### config.mk
export PLATFORM = sky130hd
export DESIGN_NAME = bcd_seq_conv
export DESIGN_NICKNAME = d
export VERILOG_FILES = /design/src/rtl/bcd_seq_conv.sv
export SDC_FILE = /design/constraint.sdc
export NUM_CORES = 1
export LEC_CHECK = 0
export ABC_CLOCK_PERIOD_IN_PS = 3950
export CAP_MARGIN = 20
export CORE_MARGIN = 5
export CORE_UTILIZATION = 35
export DETAILED_ROUTE_END_ITERATION = 10
export SYNTH_ARGS = -nofsm -noshare
export SYNTH_HDL_FRONTEND = slang
export SYNTH_SLANG_ARGS = --single-unit
### constraint.sdc
create_clock -name clk -period 3.95 [get_ports clk]
set_input_delay 0.79 -clock clk [delete_from_list [all_inputs] [get_ports clk]]
set_output_delay 0.79 -clock clk [all_outputs]
set_load 0.1 [all_outputs]
### src/rtl/bcd_seq_conv.sv
// Sequential binary-to-BCD converter (shift-and-add-3), W shift cycles per value.
// Optional seven-segment outputs seg_tens/seg_units are enabled with macro SEG7_EN.
module bcd_seq_conv #(
    parameter int W = 5
) (
    input  logic         clk,
    input  logic         rst_b,
    input  logic         in_valid,
    input  logic [W-1:0] bin,
    output logic         in_ready,
    output logic         out_valid,
    input  logic         out_ready,
    output logic [3:0]   tens,
    output logic [3:0]   units,
    output logic [3:0]   msd
`ifdef SEG7_EN
    ,
    output logic [6:0]   seg_tens,
    output logic [6:0]   seg_units
`endif
);

    // state | meaning
    // IDLE  | waiting for in_valid; last result held on the digit outputs
    // SHIFT | add-3 / shift loop, cnt counts remaining shift cycles
    // DONE  | result presented, waiting for out_ready

    localparam int CW = $clog2(W + 1);

    typedef enum logic [1:0] {IDLE, SHIFT, DONE} state_t;

    state_t         state, state_nxt;
    logic [CW-1:0]  cnt;
    logic [W-1:0]   binreg;
    logic [2:0]     tens_lo;
    logic [3:0]     units_adj;

    always_ff @(posedge clk) begin
        if (!rst_b) state <= IDLE;
        else        state <= state_nxt;
    end

    always_comb begin
        state_nxt = state;
        case (state)
            IDLE:    if (in_valid) state_nxt = SHIFT;
            SHIFT:   if (cnt == CW'(1)) state_nxt = DONE;
            DONE:    if (out_ready) state_nxt = IDLE;
            default: state_nxt = IDLE;
        endcase
    end

    assign in_ready  = (state == IDLE);
    assign out_valid = (state == DONE);

    // Only the low three bits of the adjusted tens survive the shift.
    assign tens_lo   = 3'((tens >= 4'd5) ? tens + 4'd3 : tens);
    assign units_adj = (units >= 4'd5) ? units + 4'd3 : units;

    always_ff @(posedge clk) begin
        if (!rst_b) begin
            tens   <= '0;
            units  <= '0;
            binreg <= '0;
            cnt    <= '0;
        end else begin
            case (state)
                IDLE: if (in_valid) begin
                    binreg <= bin;
                    tens   <= '0;
                    units  <= '0;
                    cnt    <= CW'(W);
                end
                SHIFT: begin
                    {tens, units, binreg} <= {tens_lo, units_adj, binreg, 1'b0};
                    cnt <= cnt - CW'(1);
                end
                default: ;
            endcase
        end
    end

    // A nonzero tens digit means the value is at least ten.
    assign msd = (tens != 4'd0) ? tens : units;

`ifdef SEG7_EN
    function automatic logic [6:0] seg7(input logic [3:0] d);
        case (d)
            4'd0:    seg7 = 7'b0111111;
            4'd1:    seg7 = 7'b0000110;
            4'd2:    seg7 = 7'b1011011;
            4'd3:    seg7 = 7'b1001111;
            4'd4:    seg7 = 7'b1100110;
            4'd5:    seg7 = 7'b1101101;
            4'd6:    seg7 = 7'b1111101;
            4'd7:    seg7 = 7'b0000111;
            4'd8:    seg7 = 7'b1111111;
            4'd9:    seg7 = 7'b1101111;
            default: seg7 = 7'b0000000;
        endcase
    endfunction

    assign seg_tens  = rst_b ? seg7(tens)  : 7'b0000000;
    assign seg_units = rst_b ? seg7(units) : 7'b0000000;
`endif

endmodule

==> results of run 1 <==
-- through the flow --
stage | hold slack [ns] | util | setup slack [ns] | power, W | instances
floorplan | 0.489 | - | -0.656 | 0.000271 | 116
global placement | 0.451 | 0.451 | 1.28 | 0.000293 | 166
detailed placement | 0.456 | 0.451 | 1.28 | 0.000295 | 166
CTS | 0.471 | 0.459 | 0.929 | 0.000387 | 169
global route | 0.515 | 0.459 | 0.829 | 0.000404 | 169
finish | 0.463 | 0.459 | 0.958 | 0.000383 | 169
-- cells in the mapped netlist --
master	n	area [um^2]
and2b_4	1	10.0
a21oi_2	3	26.3
nor3_1	2	10.0
a22o_1	1	8.76
o31ai_2	1	12.5
nand2_1	7	26.3
nor3b_1	3	22.5
mux2_2	1	11.3
o221a_1	1	11.3
and2b_1	1	7.51
o22ai_1	1	6.26
dfxtp_1	18	360
o221a_2	3	33.8
a31o_2	1	8.76
a22oi_1	1	7.51
o21ai_1	1	5.00
o21bai_2	1	11.3
nand2b_1	5	31.3
buf_2	1	5.00
nand3b_1	4	30.0
nor2b_1	6	37.5
nor2_1	7	26.3
xnor2_1	2	17.5
o21a_1	2	15.0
nand3_1	2	10.0
clkbuf_1	1	3.75
and3_1	1	6.26
and2_4	1	8.76
nor2_2	1	6.26
and2_1	1	6.26
ha_1	6	75.1
a21boi_0	2	15.0
nand2_4	1	11.3
xor2_1	1	8.76
o21ai_0	9	45.0
inv_1	8	30.0
buf_6	1	11.3
a21oi_1	7	35.0
-- final timing paths --
kind	from	end	slack, ns	depth (start not counted)
max	state[1]$_SDFFE_PN0P_	out_valid	0.96	2
min	tens[1]$_SDFFE_PN0P_	tens[1]$_SDFFE_PN0P_	0.46	2
max reg2reg	units[1]$_SDFFE_PN0P_	units[2]$_SDFFE_PN0P_	2.36	6
min reg2reg	tens[1]$_SDFFE_PN0P_	tens[1]$_SDFFE_PN0P_	0.46	2
-- flip-flops by register name (all words and copies together) (netlist names) --
register	count
state	2
units	4
tens	4
binreg	5
cnt	3
-- per-layer routing --
layer  vias to the layer above  wire, um  part of all wire  track usage
met1                       400       976              0.45        0.130
met3                         2       125             0.058       0.0315
met4                         0        17            0.0079       0.0545
met5                         -         0                 0            0
li1                        446         -                 -            -
met2                        20      1040              0.48        0.183
-- power groups by stage --
stage | clock network [W] | logic [W] | registers [W]
floorplan | 0 | 0.0000633 | 0.000207
global placement | 0 | 0.0000849 | 0.000208
detailed placement | 0 | 0.0000866 | 0.000208
CTS | 0.0000956 | 0.0000867 | 0.000204
global route | 0.000104 | 0.0000940 | 0.000207
finish | 0.0000932 | 0.0000852 | 0.000204
-- worst max-delay path: cells and delay by family (launching register included) --
family                 cells  cell delay, ns
and+or+nand+nor            1            0.21
buffers and inverters      1            1.16
DFF                        1            0.55
-- final cells by class --
class / instances / area, um^2 / area share
Multi-Input combinational cell: 87 / 604 / 0.477
Timing Repair Buffer: 22 / 210 / 0.166
Clock buffer: 3 / 22.5 / 0.0178
Tap cell: 31 / 38.8 / 0.0306
Inverter: 8 / 30.0 / 0.0237
Sequential cell: 18 / 360 / 0.285
-- kinds of logic after synthesis --
logic type               synth area share
AND/OR/NAND/NOR                     0.247
AO/OA/AOI/OAI                       0.238
flip-flops                          0.355
buffers and inverters              0.0493
adder cells (fa/ha/maj)            0.0740
XOR/XNOR                           0.0259
multiplexers                       0.0111
==> results.yml, run 1 <==
outcome:
  run_status: "finished clean"
global_routing:
  grt_pass1_wl_um: 3660
  grt_pass1_vias: 826
  track_usage: 0.111
  grt_max_degree: 18
  antenna_found_initial: 0
  gr-total-overflow: 0
routing:
  drcViolationCount: 0
  drt-wirelength-per-cell_um: 12.8
  final_antenna_net_count: 0
  drt_iter0_drc: 19
  postRouteWirelength_um: 2160
  via_per_inst: 5.14
  dr_total_vias: 868
  dr.pass1.iters: 4
timing:
  tns_ns: 0
  finalMaxSlewViolations: 0
  worstMarginPinSlew_ns: 0.974
  setup_viol: 0
  period_minus_slack_ns: 2.99
  fin_skew_ns: 0.0137
  max-slew-margin-rel: 0.349
  min_period_over_period: 0.757
  hold_viol: 0
  grt_setup_unrepaired: "false"
  fmax_mhz: 334
logic_synthesis:
  syn_avg_cell_area_um2: 8.75
  syn_nets: 131
  ys_ff_latch: 18
  yosys_warnings: 0
  synthesis.area_um2: 1010
  seq_area_frac_synth: 0.355
  syn_inst: 116
  ys_types: 38
worst_setup_path:
  worstSetupStartpointType: "register"
  cp_max_fo: 13
  cp-end-kind: "output port"
  worst_path_max_delay_cell: "clkdlybuf4s50_1"
  path_class: "reg2out"
  worstPathCellList: "nor2b_1 -> clkdlybuf4s50_1"
  worstPathRequired_ns: 3.16
  crit_arrival_ns: 2.20
  slowest_delay_ns: 1.16
final_layout:
  fin_nets: 155
  fillCellCount: 295
  syn_to_final_growth_pct: 24.8
  mostFrequentLayoutCells: "18 x dfxtp_1, 18 x clkdlybuf4s50_1, 9 x o21ai_0, 8 x inv_1"
  diodes: 0
  drive_above_1_share: 0.152
  final_area_um2: 1270
placement:
  dp_hpwl_um: 1660
  gp_congestion: 0.753
  io_buffer_count: 22
  placed_cell_area_um2: 1240
clock_network:
  cts-root-buf: "clkbuf_4"
  ctsResizeCount: 0
  cts_hold_buf: 0
  cts.clk_slew.worst_paths_ns: 0.10
  insertion_delay_ns: 0.29
  cts_max_path_buffers: 2
  cts.sinks: 18
  cts_setup_buffers: 0
  cts_tree: "built"
  cts_buffers: 3
  htree_levels: 1
pwr:
  p_int_w: 0.000264
  combPwrFrac: 0.223
  peakVddDrop_uv: 176
  power_density_nw_per_um2: 302
  power.switching_w: 0.000119
  swShare: 0.310
  seq_power_share: 0.534
  power_frac_clock: 0.243
  p_leak_nw: 0.473
flow_run:
  cap_violations: 0
floorplan:
  rows: 19
  dieWidth_um: 63.8
  num_io_pins: 23
  die_area_um2: 4080
  core_region_area_um2: 2760
  die_h_um: 63.8
  start_util: 0.368
hold_path:
  hp-class: "reg2reg"
(Power assumes the default switching activity.)
==> run 2, diff against run 1 <==
--- a/config.mk
+++ b/config.mk
@@ -5,7 +5,7 @@
 export SDC_FILE = /design/constraint.sdc
 export NUM_CORES = 1
 export LEC_CHECK = 0
-export ABC_CLOCK_PERIOD_IN_PS = 3950
+export ABC_CLOCK_PERIOD_IN_PS = 3100
 export CAP_MARGIN = 20
 export CORE_MARGIN = 5
 export CORE_UTILIZATION = 35
==> constraint.sdc (replaced) <==
create_clock -name clk -period 3.1 [get_ports clk]
set_input_delay 0.62 -clock clk [delete_from_list [all_inputs] [get_ports clk]]
set_output_delay 0.62 -clock clk [all_outputs]
set_load 0.1 [all_outputs]
==> run 2 against run 1 <==
Compared with the run above:
- clock skew fell by 0.0085 ns
- design area is 1.7% higher
- total power up 35%
- critical endpoint is now msd[0]
- critical path type unchanged
- utilization rose by 0.77 points
- combinational power grew 30%
==> results.yml, run 2 (synthesis results as in run 1) <==
outcome:
  run_status: "finished clean"
routing:
  dr_total_vias: 869
  postRouteWirelength_um: 2200
  final_antenna_net_count: 0
  drt_iter0_drc: 42
  drcViolationCount: 0
  via_per_inst: 5.11
  dr.pass1.iters: 3
  drt-wirelength-per-cell_um: 13.0
timing:
  setup_ws_ns: 0.503
  period_minus_slack_ns: 2.60
  fmax_mhz: 385
  fin_skew_ns: 0.00522
  min_period_over_period: 0.838
  grt_setup_unrepaired: "false"
  finalMaxSlewViolations: 0
  max-slew-margin-rel: 0.635
  hold_viol: 0
  hold-worst-slack_ns: 0.477
  setup_viol: 0
  worstMarginPinSlew_ns: 0.546
worst_setup_path:
  rr_startpoint: "units[1]$_SDFFE_PN0P_"
  setup.worst_path.end: "msd[0]"
  path_class: "reg2out"
  crit_arrival_ns: 1.98
  worstReg2RegEnd: "units[2]$_SDFFE_PN0P_"
  worstPathCellList: "inv_1 -> ha_1 -> nor3b_1 -> nand2_1 -> o21ai_2 -> buf_12"
  crit_path_start: "tens[1]$_SDFFE_PN0P_"
  rrSetupSlack_ns: 1.49
  cp_max_fo: 6
  worstSetupStartpointType: "register"
  slowest_delay_ns: 0.50
  cp-end-kind: "output port"
  worst_path_max_delay_cell: "nor3b_1"
  worstPathRequired_ns: 2.48
  reg2reg_depth: 6
clock_network:
  ctsResizeCount: 0
  cts_tree: "built"
  insertion_delay_ns: 0.29
  htree_levels: 1
  cts_setup_buffers: 0
  cts.clk_slew.worst_paths_ns: 0.11
  cts_hold_buf: 0
  cts.sinks: 18
  cts_buffers: 3
  cts_max_path_buffers: 2
  cts-root-buf: "clkbuf_4"
floorplan:
  die_area_um2: 4080
  rows: 19
  start_util: 0.368
  die_h_um: 63.8
  core_region_area_um2: 2760
  num_io_pins: 23
  dieWidth_um: 63.8
final_layout:
  fin_nets: 155
  final_area_um2: 1290
  syn_to_final_growth_pct: 26.9
  diodes: 0
  final_cells: 170
  top_register: "binreg"
  drive_above_1_share: 0.245
  reg.largest.list: "binreg: 5 flops, tens: 4 flops, units: 4 flops"
  mostFrequentLayoutCells: "18 x dfxtp_1, 12 x buf_4, 8 x inv_1, 8 x clkdlybuf4s50_1"
  mostFrequentLayoutCell: "dfxtp_1"
  largest_register_ffs: 5
pwr:
  peakVddDrop_uv: 216
  power_density_nw_per_um2: 401
  finalPower_w: 0.000517
  seq_power_share: 0.504
  power_frac_clock: 0.281
  p_int_w: 0.000364
  swShare: 0.296
  p_leak_nw: 0.508
  power.switching_w: 0.000153
  combPwrFrac: 0.215
global_routing:
  grt_pass1_vias: 823
  antenna_found_initial: 0
  track_usage: 0.113
  gr-total-overflow: 0
  grt_pass1_wl_um: 3740
  grt_max_degree: 18
flow_run:
  cap_violations: 0
placement:
  io_buffer_count: 22
  dp_slack_ns: 0.812
  gp_congestion: 0.854
  dp_cells: 166
  dp_hpwl_um: 1670
  placed_cell_area_um2: 1250
hold_path:
  hp-class: "reg2reg"
-- run 2: cell types whose count changed in the layout (fill, tap and decap cells not counted), sizes merged --
cell           before  now
clkdlybuf4s50      18    8
clkbuf              3    4
buf                 4   14
-- run 2: power groups by stage --
stage / Combinational, W / Sequential (W) / Clock (W)
floorplan: 0.0000811 / 0.000264 / 0
global placement: 0.000110 / 0.000265 / 0
detailed placement: 0.000111 / 0.000266 / 0
CTS: 0.000113 / 0.000261 / 0.000148
global route: 0.000125 / 0.000263 / 0.000159
finish: 0.000111 / 0.000260 / 0.000145
-- run 2: metrics by stage --
step	utilization	setup TNS, ns
after floorplan	-	-0.215
after global placement	0.454	0
after detailed placement	0.454	0
after CTS	0.467	0
after global routing	0.467	0
final	0.467	0
-- run 2: worst min-delay path by stage --
stage          cells after the start                     to                   start
6_report                           2   tens[1]$_SDFFE_PN0P_    tens[1]$_SDFFE_PN0P_
5_1_grt                            2   tens[1]$_SDFFE_PN0P_    tens[1]$_SDFFE_PN0P_
4_1_cts                            2   tens[1]$_SDFFE_PN0P_    tens[1]$_SDFFE_PN0P_
3_5_place_dp                       2   tens[1]$_SDFFE_PN0P_    tens[1]$_SDFFE_PN0P_
3_3_place_gp                       2   tens[1]$_SDFFE_PN0P_    tens[1]$_SDFFE_PN0P_
2_1_floorplan                      2  units[0]$_SDFFE_PN0P_  binreg[4]$_SDFFE_PN0P_
-- run 2: final cells by class --
class / instances / area [um^2]
sequential: 18 / 360
clock buffer: 4 / 36.3
inverter: 8 / 30.0
multi-input combinational: 87 / 612
timing repair buffer: 22 / 210
tap: 31 / 38.8
fill: 274 / 1470
-- run 2: worst max-delay path, delay by kind of cell, from the launching register on --
kind / cells / cell delay, ns
adders and majority gates: 1 / 0.28
and+or+nand+nor: 2 / 0.63
buffers and inverters: 2 / 0.33
DFF: 1 / 0.34
AOI/OAI and AO/OA: 1 / 0.10
-- run 2: layer usage --
layer / share of wire / track usage / up-vias / routed length (um)
li1: - / - / 448 / -
met1: 0.45 / 0.139 / 399 / 990
met2: 0.47 / 0.185 / 20 / 1050
met3: 0.069 / 0.0385 / 2 / 152
met4: 0.0064 / 0.0338 / 0 / 14
met5: 0 / 0 / - / 0
